## config.mk

```make
export PLATFORM = sky130hd
export DESIGN_NAME = lcd_ctrl
export DESIGN_NICKNAME = d
export VERILOG_FILES = /design/src/rtl/lcd_ctrl.sv
export SDC_FILE = /design/constraint.sdc
export NUM_CORES = 1
export LEC_CHECK = 0
export ABC_AREA = 1
export CORE_AREA = 2 2 69 71
export DETAILED_ROUTE_END_ITERATION = 8
export DIE_AREA = 0 0 71 73
export GPL_ROUTABILITY_DRIVEN = 1
export GPL_TIMING_DRIVEN = 0
export PLACE_DENSITY = 0.76
export SLEW_MARGIN = 20
export SYNTH_ARGS = -nofsm -noshare
export SYNTH_HDL_FRONTEND = slang
export SYNTH_SLANG_ARGS = --single-unit
```

## constraint.sdc

```tcl
create_clock -name i_clk -period 2.5 [get_ports i_clk]
set_clock_uncertainty 0.1 [all_clocks]
set_input_delay 0.25 -clock i_clk [delete_from_list [all_inputs] [get_ports i_clk]]
set_output_delay 0.25 -clock i_clk [all_outputs]
set_load 0.005 [all_outputs]
```

## src/rtl/lcd_ctrl.sv

```systemverilog
// lcd_ctrl: HD44780-style character LCD write engine.
// Runs the power-on init sequence (0x38, 0x0C, 0x01, 0x06) by itself. After
// that it accepts one command/data byte per handshake and drives EN/RS/DATA
// with setup, enable-pulse, hold and execution timing. The bus is write-only.
//
// Write handshake: a byte is taken on a rising edge where o_wr_rdy=1 and
// i_wr_vld=1. o_wr_rdy is high only in IDLE. i_wr_vld seen while busy is
// ignored, not queued. Holding i_wr_vld high streams one byte per busy
// window + 1 cycle.
//
// All pin outputs are registered. They are computed from the next state, so
// they line up with the state they describe.
// During init, the INIT_LOAD cycle counts as the last cycle of the wait that
// precedes it. The LCD still sees the full power-on and execution delays
// before each new byte is driven. An init command therefore costs the same
// number of cycles as a normal write window.
module lcd_ctrl #(
  parameter int unsigned SETUP_CYC      = 2,
  parameter int unsigned EN_CYC         = 4,
  parameter int unsigned HOLD_CYC       = 2,
  parameter int unsigned EXEC_CYC       = 8,
  parameter int unsigned CLEAR_EXEC_CYC = 32,
  parameter int unsigned INIT_WAIT_CYC  = 16
) (
  input  logic       i_clk,
  input  logic       i_reset,
  input  logic       i_wr_vld,
  input  logic       i_wr_rs,
  input  logic [7:0] i_wr_data,
  output logic       o_wr_rdy,
  output logic       o_init_done,
  output logic       o_lcd_on,
  output logic       o_lcd_en,
  output logic       o_lcd_rs,
  output logic       o_lcd_rw,
  output logic [7:0] o_lcd_data,
  output logic [2:0] o_dbg_state
);

  localparam logic [2:0] INIT_WAIT = 3'd0;
  localparam logic [2:0] INIT_LOAD = 3'd1;
  localparam logic [2:0] SETUP     = 3'd2;
  localparam logic [2:0] EN_HI     = 3'd3;
  localparam logic [2:0] HOLD      = 3'd4;
  localparam logic [2:0] EXEC      = 3'd5;
  localparam logic [2:0] IDLE      = 3'd6;

  // Terminal counts: each phase counts from 0 up to its *_LAST value.
  localparam logic [19:0] SETUP_LAST = 20'(SETUP_CYC - 1);
  localparam logic [19:0] EN_LAST    = 20'(EN_CYC - 1);
  localparam logic [19:0] HOLD_LAST  = 20'(HOLD_CYC - 1);
  localparam logic [19:0] EXE_LAST   = 20'(EXEC_CYC - 1);
  localparam logic [19:0] CLR_LAST   = 20'(CLEAR_EXEC_CYC - 1);
  // The INIT_LOAD cycle completes the power-on wait.
  localparam logic [19:0] WAIT_LAST  = (INIT_WAIT_CYC >= 2) ? 20'(INIT_WAIT_CYC - 2) : 20'd0;

  logic [2:0]  state_q, state_d;
  logic [19:0] cnt_q, cnt_d;
  logic [1:0]  idx_q, idx_d;
  logic        init_done_q, done_d;
  logic        on_q, en_q, rs_q, rdy_q;
  logic [7:0]  data_q;
  logic        ld;
  logic        ld_rs;
  logic [7:0]  ld_data;
  logic [19:0] exec_base, exec_last;

  // Execution wait for the latched byte.
  // Clear/home commands take the long wait.
  // Inside init, the wait is one shorter when another init byte follows,
  // because INIT_LOAD supplies the final cycle.
  always_comb begin
    exec_base = (!rs_q && (data_q == 8'h01 || data_q == 8'h02)) ? CLR_LAST : EXE_LAST;
    exec_last = exec_base;
    if (!init_done_q && idx_q != 2'd3 && exec_base != 20'd0) begin
      exec_last = exec_base - 20'd1;
    end
  end

  // Next-state, counter, init index and byte-latch decisions.
  always_comb begin
    state_d = state_q;
    cnt_d   = cnt_q + 20'd1;
    idx_d   = idx_q;
    done_d  = init_done_q;
    ld      = 1'b0;
    ld_rs   = rs_q;
    ld_data = data_q;
    case (state_q)
      INIT_WAIT: begin
        if (cnt_q == WAIT_LAST) begin
          state_d = INIT_LOAD;
          cnt_d   = 20'd0;
        end
      end
      INIT_LOAD: begin
        ld    = 1'b1;
        ld_rs = 1'b0;
        case (idx_q)
          2'd0:    ld_data = 8'h38;
          2'd1:    ld_data = 8'h0C;
          2'd2:    ld_data = 8'h01;
          default: ld_data = 8'h06;
        endcase
        state_d = SETUP;
        cnt_d   = 20'd0;
      end
      SETUP: begin
        if (cnt_q == SETUP_LAST) begin
          state_d = EN_HI;
          cnt_d   = 20'd0;
        end
      end
      EN_HI: begin
        if (cnt_q == EN_LAST) begin
          state_d = HOLD;
          cnt_d   = 20'd0;
        end
      end
      HOLD: begin
        if (cnt_q == HOLD_LAST) begin
          state_d = EXEC;
          cnt_d   = 20'd0;
        end
      end
      EXEC: begin
        if (cnt_q == exec_last) begin
          cnt_d = 20'd0;
          if (!init_done_q && idx_q != 2'd3) begin
            idx_d   = idx_q + 2'd1;
            state_d = INIT_LOAD;
          end else begin
            done_d  = 1'b1;
            state_d = IDLE;
          end
        end
      end
      IDLE: begin
        cnt_d = 20'd0;
        if (i_wr_vld) begin
          ld      = 1'b1;
          ld_rs   = i_wr_rs;
          ld_data = i_wr_data;
          state_d = SETUP;
        end
      end
      default: begin
        state_d = INIT_WAIT;
        cnt_d   = 20'd0;
      end
    endcase
  end

  // State and registered outputs. Reset drops EN and every pin immediately.
  always_ff @(posedge i_clk or negedge i_reset) begin
    if (!i_reset) begin
      state_q     <= INIT_WAIT;
      cnt_q       <= 20'd0;
      idx_q       <= 2'd0;
      init_done_q <= 1'b0;
      on_q        <= 1'b0;
      en_q        <= 1'b0;
      rs_q        <= 1'b0;
      data_q      <= 8'h00;
      rdy_q       <= 1'b0;
    end else begin
      state_q     <= state_d;
      cnt_q       <= cnt_d;
      idx_q       <= idx_d;
      init_done_q <= done_d;
      on_q        <= 1'b1;
      en_q        <= (state_d == EN_HI);
      rdy_q       <= (state_d == IDLE);
      if (ld) begin
        rs_q   <= ld_rs;
        data_q <= ld_data;
      end
    end
  end

  assign o_wr_rdy    = rdy_q;
  assign o_init_done = init_done_q;
  assign o_lcd_on    = on_q;
  assign o_lcd_en    = en_q;
  assign o_lcd_rs    = rs_q;
  assign o_lcd_rw    = 1'b0;
  assign o_lcd_data  = data_q;
  assign o_dbg_state = state_q;

endmodule

```

# [Word-level counts from Yosys, hierarchy flattened]
# Cells that the tools add are included.
# Widths: inputs -> output; s select.
[totals] ff_bits=38 inputBits=12
[op_classes] bitwise=1 reduce_logical=14 add_sub_neg=3 mux=22 n_eq_ne=18
[ops] operator="$mux 20" count=5
[ops] operator="$pmux 20 s4" count=1
[ops] operator="$mux 3" count=7
[ops] operator="$pmux 3 s7" count=1
[ops] operator="$add 20x1->20 const B" count=1
[ops] operator="$eq 20x1->1 const B" count=1
[ops] operator="$eq 20x2->1 const B" count=1
[ops] operator="$eq 20x20->1" count=1
[ops] operator="$eq 20x4->1 const B" count=1
[ops] operator="$reduce_bool 20->1" count=1
[ops] operator="$pmux 6 s3" count=1
[ops] operator="$pmux 8 s2" count=1
[ops] operator="$eq 3x3->1 const B" count=4
[ops] operator="$eq 3x2->1 const B" count=3
[ops] operator="$reduce_and 3->1" count=3
[ops] operator="$eq 8x1->1 const B" count=1
[ops] operator="$eq 8x2->1 const B" count=1
[ops] operator="$mux 8" count=1
[ops] operator="$sub 5x1->6 const B" count=1
[ops] operator="$mux 5" count=1
[ops] operator="$ne 2x2->1 const B" count=2
[ops] operator="$pmux 1 s2" count=2
[ops] operator="$eq 3x1->1 const B" count=1
[ops] operator="$logic_and 1x1->1" count=3
[ops] operator="11 further kinds" count=13

# [Logic depth before layout (Yosys ltp)]
# Gate-level depths: netlist of run 1.
[depth] ltp_word=11 ltp_mapped=13 mapped_depth_nobuf=13

# [Least setup slack after synthesis of run 1]
# No wires, ideal clock.
[synth_path] kind="flip-flop to flip-flop" startpoint="register idx_q[0]" endpoint="register cnt_q[10]" slack_ns=0.676 t_arrival_ns=1.604 stages_incl_launch_ff=13 t_required_ns=2.280 n_path_buf=1 cell_sequence="dfrtp_1 -> ha_1 -> nor2_1 -> nor2_1 -> nor2_1 -> nand2_1 -> nor2_4 -> nand2_1 -> nand2_1 -> nand2_2 -> nor2_8 -> buf_12 -> nor2_1"
[synth_between] elab_chain_cells=7
[synth_lines] item="from (decl)" line="59" text="logic [1:0] idx_q, idx_d;"
[synth_lines] item="from (signal assigned)" line="169" text="idx_q <= idx_d;"
[synth_lines] item="$ne 2x2->1" line="75" text="if (!init_done_q && idx_q != 2'd3 && exec_base != 20'd0) begin"
[synth_lines] item="$logic_and 1x1->1 (2 in series)" line="75"
[synth_lines] item="$mux 20" line="75"
[synth_lines] item="$eq 20x20->1" line="127" text="if (cnt_q == exec_last) begin"
[synth_lines] item="$mux 20" line="127"
[synth_lines] item="$pmux 20 s4" line="89" text="case (state_q)"
[synth_lines] item="net cnt_d[10]" line="58" text="logic [19:0] cnt_q, cnt_d;"
[synth_lines] item="to (signal assigned)" line="168" text="cnt_q <= cnt_d;"
[synth_lines] item="to (decl)" line="58"
# The timed path passes the listed nets, and every way through them passes these cells.
# A chain may end at the register's enable or synchronous reset.

# [Worst setup path in the final report of run 1]
[layout_path] startpoint="register cnt_q[0]" endpoint="register cnt_q[12]"
[layout_between] elab_chain_cells=3 elab_cells_between_ends=10
[layout_lines] item="$add 20x1->20 (tied with other cells)" line="83" text="cnt_d = cnt_q + 20'd1;"
[layout_lines] item="$mux 20 (on tied branches)"
[layout_lines] item="$pmux 20 s4 (*)" line="89"
[layout_lines] item="net cnt_d[12]" line="58"
# Mark *: on every way through the listed nets, which the timed path passes. The rest lies on a longest branch.

==> results of run 1 <==
report_power, final:
group	internal, mW	switching (mW)	leakage, nW	total (mW)
registers	0.615	0.000160	0.490	0.615
clock network	0.223	0.219	0.0482	0.442
logic	0.0218	0.0166	0.874	0.0384
total	0.859	0.236	1.41	1.10
placed cells by master, fill, tap and decap left out:
cell             netlist  routed
a211oi_1               1       1
a21boi_0               2       2
a21oi_1                2       2
a31oi_1                5       5
buf_12                 1       1
buf_16                 0       1
buf_2                  1       2
buf_4                  2       2
clkbuf_1               0       1
clkbuf_2               1       1
clkbuf_8               0       6
clkdlybuf4s50_1        0      26
clkinv_2               0       1
conb_1                 2       2
dfrtp_1               38      38
dlygate4sd3_1          0       1
ha_1                   8       8
inv_1                 43      43
inv_2                  2       2
nand2_1               72      72
nand2_2                3       3
nand3_1               20      20
nand4_1               10      10
nor2_1                46      46
nor2_2                 9       9
nor2_4                 2       2
nor2_8                 1       1
nor3_1                10      10
nor3_2                 1       1
nor3b_1                1       1
o211ai_1               2       2
o21ai_0                8       8
o21ai_2                1       1
o221ai_1               1       1
o22ai_1                1       1
or2_2                  2       2
xnor2_1                2       2
xor2_1                11      11
per-stage QoR:
step / std cells / utilization / hold WS, ns
global route: 402 / 0.616 / 0.410
global placement: 392 / 0.589 / 0.390
CTS: 402 / 0.616 / 0.359
finish: 402 / 0.616 / 0.351
floorplan: 311 / - / -0.146
detailed placement: 393 / 0.594 / 0.135
timing repair:
item	CTS	global route
hold buffers	1	0
hold endpoints to repair	18	0
gates resized for setup	0	0
cells by family after synthesis:
| family | synth area share |
|---|---|
| simple gates | 0.344 |
| other cells | 0.00322 |
| flops | 0.408 |
| fa+ha+maj | 0.0429 |
| xor+xnor | 0.0488 |
| compound gates | 0.0612 |
| buf+inv | 0.0917 |
sequential cells by signal (all words and copies together) (netlist names), 2 cells and up:
name and count:
cnt_q 20, o_lcd_data 8, o_dbg_state 3, idx_q 2
worst paths after layout:
kind / start / to / cells past startpoint
worst max-delay path: cnt_q[0] / cnt_q[12] / 8
worst min-delay path: i_reset / o_dbg_state[2] / 2
worst max register to register: cnt_q[0] / cnt_q[12] / 8
worst min register to register: o_init_done / o_init_done / 2
max in group asynchronous: i_reset / o_lcd_data[3] / 3
min in group i_clk: o_init_done / o_init_done / 2
routing by layer:
| layer | wire length, um | up-vias |
|---|---|---|
| met5 | 0 | - |
| met4 | 65 | 0 |
| met3 | 153 | 5 |
| met2 | 2340 | 30 |
| met1 | 2450 | 960 |
| li1 | - | 1044 |
cell type report:
cell class | count | area [um^2] | area share
buffer | 5 | 45.0 | 0.0161
tap | 54 | 67.6 | 0.0242
multi-input combinational | 223 | 1170 | 0.418
inverter | 45 | 169 | 0.0605
sequential | 38 | 951 | 0.340
timing repair buffer | 29 | 303 | 0.108
clock buffer | 7 | 86.3 | 0.0309
clock inverter | 1 | 5.00 | 0.00179
critical path: stages (launching register included):
cell,delay (ns)
dfrtp_1,0.48
ha_1,0.30
nand2_1,0.13
nor3_2,0.28
nand3_1,0.21
nor2_1,0.17
nand3_1,0.11
o22ai_1,0.13
nor2_1,0.06
==> run metrics, run 1 <==
Num CTS Buffers 5; Power, Total 1.10 mW; Die Y 73 um; initial antenna violation count 0; WL/cell 12.4 um; synth top area cells dfrtp_1 41%, nand2_1 12%, nor2_1 7.4%; most frequent cell after synthesis nand2_1; Core ar. 4540 um^2; Final Instance Area 2790 um^2; RSZ-0062 raised after global routing no; Syn. warnings 0; endpoint class of the critical path flop; asr flop ratio synth 1.00; Critical Path AT 2.16 ns; postcts setup bufs 0; Required @ worst endpoint 2.58 ns; share of layout cells above drive strength 1 0.101; top cell type's share of synthesized area 0.408; outcome finished clean; final hold violations 0; endpoints failing setup 0; Nets 367; vias in the first global route 1991; met2 usage 0.359; LEAKAGE 1.41 nW; Synth cell types 32; Max Clk Rate 0.481 GHz; vias after detailed routing 2039; Total GRT Usage 0.215; met3 usage 0.0442; Final TNS setup 0 ns; routability congestion estimate 0.880; main flop type after synthesis dfrtp_1; Ant. Diodes 0; I/O pin total 29; Place WS 0.428 ns; Commonest cells post-synth 72 x nand2_1, 46 x nor2_1, 43 x inv_1; reg-to-reg slack, setup 0.42 ns; Avg Inst Size Synth 7.50 um^2; Post-route DRC 0; Remaining Overflow, GRT 0; 1st-iter DRT viols 185; Post-synth EDFFs 0; Setup CP Type reg -> reg; sequential-to-total area share from yosys stat 0.408; DIE AREA 5180 um^2; placed cell area 2690 um^2; Bufs on Longest Clock Path 2; Final Cycle Share 0.831; Mapped Nets 331; CTS root buf clkbuf_8; H-tree depth 2; maxcap violations 0; fill count 430; I/O Buffers 27; Clock transition at path regs 0.07 ns; TritonCTS clock tree done; Sink Count 38; Die Wd 71 um; Setup crit start kind flop; Final Critical Period 2.08 ns; first drt pass iteration count 4; area delta synth->final 19.8%; Rows 25; Detailed Route WL 5.00 mm; Cell Area, Synth 2330 um^2; Yosys top cell by area dfrtp_1; grt peak-use layer met2; largest net degree at the start of global routing 21; starting density of the core 0.514; Hold/Removal Path Class in -> async; first-pass GRT wire length 8.78 mm; vias per cell 5.07; DRT antenna net count 0; met1 global-route usage 0.283; Gate Count Post-Synth 311; crit path max fanout 7; maximum vdd drop 0.285 mV; Pwr Density 392 nW/um^2; Clock Latency Late Sink 0.29 ns; Yosys reg bits 38; Slew Limit Fails 0; setup ws final 0.422 ns; dpl hpwl 3.87 mm
No activity file was read; power rests on OpenSTA's default activity.
==> inputs of run 2 (changes only) <==
- CORE_AREA: 2 2 69 71 -> 2 2 72 74
- DIE_AREA: 0 0 71 73 -> 0 0 74 76
- PLACE_DENSITY: 0.76 -> 0.74
- clock period: 2.5 -> 1.9 ns (I/O delays scaled with it)
==> run metrics, run 2 (synthesized netlist as in run 1, its figures left out) <==
DIE AREA 5620 um^2 (+8.5%); CTS root buf clkbuf_8; H-tree depth 2 (unchanged); area delta synth->final 34.9%; largest net degree at the start of global routing 33 (+57%); reg-to-reg slack, setup 0.02 ns (-0.40 ns); final hold violations 0 (unchanged); maximum vdd drop 0.318 mV (+11%); I/O pin total 29 (unchanged); setup ws final 0.0234 ns (-0.399 ns); TritonCTS clock tree done; I/O Buffers 27 (unchanged); Final Instance Area 3150 um^2 (+13%); Place WS -0.122 ns (-0.550 ns); largest reg by FF count cnt_q; Bufs on Longest Clock Path 2 (unchanged); fill count 407 (-5.3%); Slew Limit Fails 0 (unchanged); routability congestion estimate 0.851 (-3.3%); worst hold margin 0.169 ns (-0.182 ns); outcome finished clean; placed cell area 2710 um^2 (+0.46%); Setup crit start kind flop; vias per cell 5.00 (-1.4%); Die Wd 74 um (+4.2%); Core ar. 4910 um^2 (+8.3%); fin cells 436 (+8.5%); Clock transition at path regs 0.07 ns (about the same); Pwr Density 488 nW/um^2 (+25%); commonest non-fill, non-tap cell in the layout nand2_1; endpoints failing setup 0 (unchanged); initial antenna violation count 0 (unchanged); Setup CP Type reg -> reg; DRT antenna net count 0 (unchanged); Critical R2R Capture cnt_q[10]; Final TNS setup 0 ns (unchanged); Final Critical Period 1.88 ns (-0.201 ns); Detailed Route WL 5.63 mm (+13%); Required @ worst endpoint 1.98 ns (-0.60 ns); starting density of the core 0.475 (-0.0394); Ant. Diodes 0 (unchanged); 1st-iter DRT viols 148 (-20%); Rows 26 (+4.0%); Die Y 76 um (+4.1%); share of layout cells above drive strength 1 0.246 (+0.145); Hold/Removal Path Class in -> async; dpl hpwl 3.77 mm (-2.5%); Placed Cells 409 (+4.1%); Max Clk Rate 0.533 GHz (+11%); Clock Latency Late Sink 0.30 ns (about the same); Worst R2R Path Depth 13 (+5); Critical Path AT 1.96 ns (-0.20 ns); max reg flops 20 (unchanged); WL/cell 12.9 um (+3.8%); first-pass GRT wire length 9.00 mm (+2.5%); Reg-to-Reg Start idx_q[1]; Nets 385 (+4.9%); maxcap violations 0 (unchanged); first drt pass iteration count 4 (unchanged); Total GRT Usage 0.204 (-0.0117); endpoint class of the critical path flop; Num CTS Buffers 5 (unchanged); RSZ-0062 raised after global routing yes; LEAKAGE 1.53 nW (+8.1%); Final Cycle Share 0.988 (+0.157); vias in the first global route 2072 (+4.1%); Sink Count 38 (unchanged); Remaining Overflow, GRT 0 (unchanged); crit path max fanout 5 (-2); vias after detailed routing 2181 (+7.0%); most frequent cells in the layout 62 x nand2_1, 39 x inv_1, 37 x nor2_1, 31 x dfrtp_1, 26 x clkdlybuf4s50_1; Post-route DRC 0 (unchanged)
## run 2: report_power, final
group | total [mW] | switching (mW) | internal (mW) | leakage (nW)
sequential | 0.809 | 0.000204 | 0.809 | 0.483
combinational | 0.0484 | 0.0213 | 0.0271 | 0.984
clock | 0.678 | 0.291 | 0.386 | 0.0579
total | 1.54 | 0.313 | 1.22 | 1.53
## run 2: per-stage QoR
stage / util / power (mW)
after floorplan: - / 0.828
after global routing: 0.640 / 1.58
final: 0.640 / 1.54
after global placement: 0.548 / 0.869
after detailed placement: 0.551 / 0.873
after CTS: 0.605 / 1.55
## run 2: area by class of cell
type	instances	area, um^2	area share
clock buffer	5	68.8	0.0219
clock inverter	3	40.0	0.0127
timing repair buffer	48	487	0.155
inverter	45	176	0.0561
buffer	4	40.0	0.0127
multi-input combinational	223	1290	0.409
sequential	38	960	0.305
tap	70	87.6	0.0278
## run 2: worst max-delay path by stage
stage	startpoint	end	slack (ns)	cells past startpoint
final	idx_q[1]	cnt_q[10]	0.02	13
after global routing	cnt_q[6]	cnt_q[10]	-0.1	12
after CTS	idx_q[0]	cnt_q[1]	-0.03	13
after detailed placement	cnt_q[0]	cnt_q[12]	-0.12	8
after global placement	i_reset	cnt_q[10]	-0.35	1
after floorplan	idx_q[0]	cnt_q[10]	0.08	12
## run 2: metal layers
metal | part of all wire | GRT usage
met5 | 0 | 0
met1 | 0.43 | 0.260
met3 | 0.039 | 0.0357
met4 | 0.029 | 0.0673
met2 | 0.50 | 0.343
## run 2: worst max-delay path: stages (launching register included)
cell,delay [ns]
dfrtp_1,0.42
ha_4,0.18
nor2_4,0.09
nor2_1,0.06
nor2_1,0.12
nand2_2,0.08
nor2_4,0.10
nand2_2,0.07
nand2_2,0.07
nand2_4,0.07
nor2_8,0.13
buf_12,0.13
buf_12,0.10
nor2_1,0.04
## run 2: repair_timing
| action | CTS | global route |
|---|---|---|
| endpoints found under the setup margin | 24 | 34 |
| hold buffers | 1 | 0 |
| gates resized for setup | 9 | 41 |
| endpoints found under the hold margin | 38 | 0 |
| gates cloned | 1 | 0 |
| setup buffers | 10 | 8 |
| pin swaps | 1 | 9 |
==> inputs of run 3 (changes only) <==
- HOLD_SLACK_MARGIN: default -> 0.06
==> results of run 3 <==
No change in the layout: final DEF, timing and power equal those of run 2.
==> RTL change 1: new RTL, settings of run 3 <==
Put one more register stage on the output `o_dbg_state`, cleared by the reset. The value now appears one clock later. The other outputs are not delayed to match.
--- a/src/rtl/lcd_ctrl.sv
+++ b/src/rtl/lcd_ctrl.sv
@@ -186,5 +186,11 @@
   assign o_lcd_rw    = 1'b0;
   assign o_lcd_data  = data_q;
-  assign o_dbg_state = state_q;
+  always_ff @(posedge i_clk or negedge i_reset) begin
+    if (!i_reset) begin
+      o_dbg_state <= '0;
+    end else begin
+      o_dbg_state <= state_q;
+    end
+  end
 
 endmodule
Check against the original RTL: no difference found for any inputs over 10 cycles, from zero or initial values and one cycle with i_reset low; that may be too few to reach the edited logic, so the function may still have changed.
==> RTL change 1 against run 3 <==
- die area did not move
- combinational power rose by 2%
- first-iteration DRC count fell by 46%
- area after synthesis rose by 1.7%
- worst setup slack improved by 27 ps
- power rose by 4.8%
- clock power rose by 1%
- routed wire length fell by 3.5%
- sequential cell count rose by 3
- final area rose by 0.64%
==> RTL change 1: results (changes against run 3) <==
Run status
The flow ran to the end, and the final reports show no timing, DRC or antenna violations.

Setup path
The largest stage delay on the critical path is 480 ps (+60 ps). The number of cell instances on the worst register-to-register path is 12 (-1). The critical path data arrival time was 1930 ps (-30 ps). The capturing point of the worst reg2reg path is cnt_q[6]. The worst register-to-register path begins at cnt_q[0]. The largest individual stage delay along the critical path comes from the cell sky130_fd_sc_hd__dfrtp_2.

The register-to-register setup slack was 50 ps (+30 ps). The highest net fanout along the worst path is 8 (+3).

Routing
The met1 wire length is 2390 um (-1.4%). The total length of routed met3 wires was 199 um (-10%). The number of design-rule violations left by the first detailed-router iteration is 80 (-46%).

The via count is 2169 (-0.55%). The amount of wire on met2 after detailed routing is 2780 um (-1.6%). The top layer used by detailed routing is met4.

The final routed wirelength across all metal layers is 5430 um (-3.5%). The routed wire length per instance was 12.3 um (-4.4%).

Global routing
The first-pass GRT wire length was 8790 um (-2.3%). The global-route usage over all layers came to 19.7% (-0.66 points). The number of antenna violations at the first check in global routing is 0 (unchanged). The largest net degree at the start of global routing is 29 (-12%). The via count of the first global-routing pass is 2039 (-1.6%). The met3 usage is 3.97% (+0.40 points). The met1 track utilization from global routing came to 26.4% (+0.35 points). The met2 layer usage reported by global route is 31.8% (-2.5 points).

Synth
The adder and majority gate portion of the synthesized area is 4.22% (-0.070 points). The fraction of the yosys area taken by sequential cells came to 43.3% (+2.5 points). Sorting the synthesized cells by how often they occur yields sky130_fd_sc_hd__nand2_1 (72), sky130_fd_sc_hd__nor2_1 (50), sky130_fd_sc_hd__dfrtp_1 (41), sky130_fd_sc_hd__inv_1 (41), sky130_fd_sc_hd__nand3_1 (23). Sorting the synthesized cells by area gives the leading types as sky130_fd_sc_hd__dfrtp_1 (43%), sky130_fd_sc_hd__nand2_1 (11%), sky130_fd_sc_hd__nor2_1 (7.9%). The post-synthesis share of cell area spent on xor and xnor gates came to 4.80% (-0.080 points). The mux cell area share after synthesis is 0% (unchanged). The area fraction in compound gates after synthesis is 4.49% (-1.6 points).

The number of unique standard cell types used by synthesis is 29 (-9.4%). The number of cells produced by synthesis was 312 (+0.32%). The net count after synthesis is 332 (+0.30%).

Clock tree
The number of buffers created by CTS was 5 (unchanged). The post-CTS setup buffer count is 3 (-7). The post-cts repair resize count was 2 (-7).

Power and ir drop
The worst vdd rail ir drop is 0.322 mV (+1.3%). The cell leakage power is 1.59 nW (+4.0%). The proportion of total power due to net switching was 20.3% (-0.073 points).

The power in the clock group is 0.000686 W (+1%). The flip-flop and latch power is 0.000873 W (+7.9%).

Placement
The post-DP HPWL came to 3750 um (-0.58%). The final weighted congestion in routability-driven placement came to 0.824 (-3.1%). The cell total after placement was 410 (+0.24%). The total placed instance area is 0.00274 mm^2 (+1.4%).

Layout
The layout cell share with drive strength beyond 1 was 21.9% (-2.7 points). The filler cell count in the final layout is 436 (+7.1%). The final net count is 390 (+1.3%).

STA
The minimum hold slack is 224 ps (+54.6 ps).

Hold path
The kind of path behind the tightest hold check is in -> async.
[RTL change 1: layout make-up]
class                      instances  area [um^2]  area share, %
clock inverter                     2         35.0           1.11
clock buffer                       5         68.8           2.17
multi-input combinational        223         1250           39.5
inverter                          44          173           5.45
sequential                        41         1030           32.6
buffer                             4         37.5           1.19
tap                               70         87.6           2.77
timing repair buffer              51          482           15.2
[RTL change 1: worst max path at each step]
stage	start	end	depth (start not counted)
3_3_place_gp	i_reset	state_q[2]	1
2_1_floorplan	idx_q[0]	cnt_q[12]	10
3_5_place_dp	cnt_q[0]	cnt_q[12]	12
5_1_grt	cnt_q[0]	cnt_q[12]	11
4_1_cts	cnt_q[0]	cnt_q[12]	12
6_report	cnt_q[0]	cnt_q[6]	12
[RTL change 1: per-stage QoR]
stage / power [W] / setup WS, ps
after global placement: 0.000935 / -521
final: 0.00161 / 50.5
after global routing: 0.00167 / -47.5
after CTS: 0.00162 / 11.2
after floorplan: 0.000893 / 181
after detailed placement: 0.000940 / -56.0
==> RTL change 2: new RTL, flow settings as in run 3 <==
Made on the original files. Set the parameter `EXEC_CYC` to 6 (it was 8).
--- a/src/rtl/lcd_ctrl.sv
+++ b/src/rtl/lcd_ctrl.sv
@@ -19,5 +19,5 @@
   parameter int unsigned EN_CYC         = 4,
   parameter int unsigned HOLD_CYC       = 2,
-  parameter int unsigned EXEC_CYC       = 8,
+  parameter int unsigned EXEC_CYC       = 6,
   parameter int unsigned CLEAR_EXEC_CYC = 32,
   parameter int unsigned INIT_WAIT_CYC  = 16
Function: no difference found for any inputs over 10 cycles, from zero or initial values and one cycle with i_reset low; that may be too few to reach the edited logic, so the function may still have changed.
==> RTL change 2 against run 3 <==
- sequential cell count did not move
- power fell by 10%
- worst setup slack got worse by 20 ps
- final area fell by 6.4%
- non-clock buffer count is 14 lower
- area after synthesis fell by 1.0%
- routed wire length decreased by 12%
- sequential power barely moved
- critical path depth fell by 2
- critical path type unchanged
==> RTL change 2: results (changes against run 3) <==
Clock tree
The post-CTS setup buffer count is 5 (-5). The post-cts repair resize count was 8 (-1). The depth of the CTS H-tree is 2 (unchanged).

The number of clock sinks seen by CTS came to 38 (unchanged).

Layout
The number of non-clock buffers in the layout is 38 (-27%). The register area is 957 um^2 (-0.26%). The number of ordinary inverters in the final layout came to 52 (+16%). The layout cell share with drive strength beyond 1 is 20.3% (-4.3 points). The filler cell count in the final layout was 437 (+7.4%). The proportion of cell area spent on the clock network was 2.59% (-0.87 points).

The number of clock buffers in the layout is 7 (+2). The final net count was 374 (-2.9%). The number of combinational gates with multiple inputs was 219 (-1.8%). The fraction of area in multi-input gates is 42.5% (+1.6 points). The buffer share of cell area is 12.8% (-3.9 points).

The cell group occupying the most layout area is multi-input gates.

Synth
The fraction of the yosys area taken by sequential cells is 41.2% (+0.42 points). Sorting the synthesized cells by area gives the leading types as sky130_fd_sc_hd__dfrtp_1 (41%), sky130_fd_sc_hd__nand2_1 (11%), sky130_fd_sc_hd__nor2_1 (7.6%). In the synthesized netlist, the cells that appear most often are sky130_fd_sc_hd__nand2_1 (66), sky130_fd_sc_hd__nor2_1 (47), sky130_fd_sc_hd__inv_1 (46). The fraction of registers with async set/reset is 100% (unchanged).

Global routing
The met3 usage was 3.70% (+0.13 points). The via count of the first global-routing pass is 1961 (-5.4%). The first-pass GRT wire length is 8610 um (-4.3%).

The met1 track utilization from global routing is 26.6% (+0.58 points). The global-route usage over all layers was 19.2% (-1.1 points). The largest net degree at the start of global routing came to 21 (-36%). The met2 layer usage reported by global route came to 29.9% (-4.4 points).

Placement
The worst slack after detailed placement is -187 ps (-65.2 ps). The post-DP HPWL is 3630 um (-3.7%). The cell total after placement is 409 (unchanged). The final weighted congestion in routability-driven placement was 0.813 (-4.4%). The total placed instance area came to 0.00269 mm^2 (-0.60%). The count of port buffers added during placement is 27 (unchanged).

Routing
The amount of wire on met2 after detailed routing was 2380 um (-16%). The via count came to 2067 (-5.2%). The total length of routed met3 wires is 114 um (-48%). The number of design-rule violations left by the first detailed-router iteration was 130 (-12%). The number of search-and-repair iterations in the first detailed-routing pass is 4 (unchanged). The routed wire length per instance came to 11.6 um (-10%). The met1 wire length was 2340 um (-3.2%). The per-cell via count in the routed design came to 4.88 (-2.5%).

Setup path
The register-to-register setup slack is 4 ps (-20 ps). The largest stage delay on the critical path is 400 ps (-20 ps). The capturing point of the worst reg2reg path is o_wr_rdy. The number of cell instances on the worst register-to-register path is 11 (-2). The highest net fanout along the worst path is 3 (-2). The critical path data arrival time was 1980 ps (+20 ps).

Power and ir drop
The worst vdd rail ir drop came to 0.335 mV (+5.5%). The cell leakage power is 1.50 nW (-2.0%).

Run status
The flow ran to the end, and the final reports show no timing, DRC or antenna violations.

STA
The final count of hold timing violations is 0 (unchanged).
[RTL change 2: changes by cell type in the layout (fill, tap and decap cells not counted), moves of 6 or more]
cell	before	now
sky130_fd_sc_hd__buf_4	17	7
sky130_fd_sc_hd__inv_2	4	11
sky130_fd_sc_hd__nand3_2	4	11
sky130_fd_sc_hd__nand4_1	10	4
sky130_fd_sc_hd__nor2_2	15	9
sky130_fd_sc_hd__xor2_1	11	5
[RTL change 2: kinds of logic (layout without fill, tap and decap cells)]
kind of cell / Yosys count / count (layout) / share of synthesized area, %
DFF: 38 / 38 / 41.2
other: 2 / 2 / 0.325
buffers and inverters: 54 / 97 / 9.11
and+or+nand+nor: 169 / 169 / 34.3
AOI/OAI and AO/OA: 33 / 33 / 8.08
xor gates and xnor gates: 7 / 7 / 2.66
adders and majority gates: 8 / 8 / 4.34
[RTL change 2: worst max path at each step]
stage / start / slack, ps / to
after global routing: idx_q[1] / -120 / o_wr_rdy
after global placement: i_reset / -390 / idx_q[1]
after detailed placement: idx_q[0] / -190 / cnt_q[3]
after CTS: cnt_q[0] / 10 / cnt_q[16]
final: idx_q[1] / 4 / o_wr_rdy
after floorplan: idx_q[0] / 130 / cnt_q[3]
[RTL change 2: critical path: cells and delay by family, from the launching register on]
kind / cells / cell delay, ps
fa+ha+maj: 1 / 200
flops: 1 / 400
simple gates: 10 / 1090
[RTL change 2: power breakdown]
part	total [W]	internal, W	leakage, nW	switching [W]
clock	0.000520	0.000253	0.0383	0.000268
sequential	0.000810	0.000810	0.490	0.000000226
combinational	0.0000504	0.0000287	0.967	0.0000218
[RTL change 2: through the flow]
stage / hold WS (ps) / util (%)
finish: 291 / 60.0
global route: 329 / 60.0
CTS: 304 / 57.7
detailed placement: 77.6 / 54.7
global placement: 376 / 54.3
floorplan: -206 / -
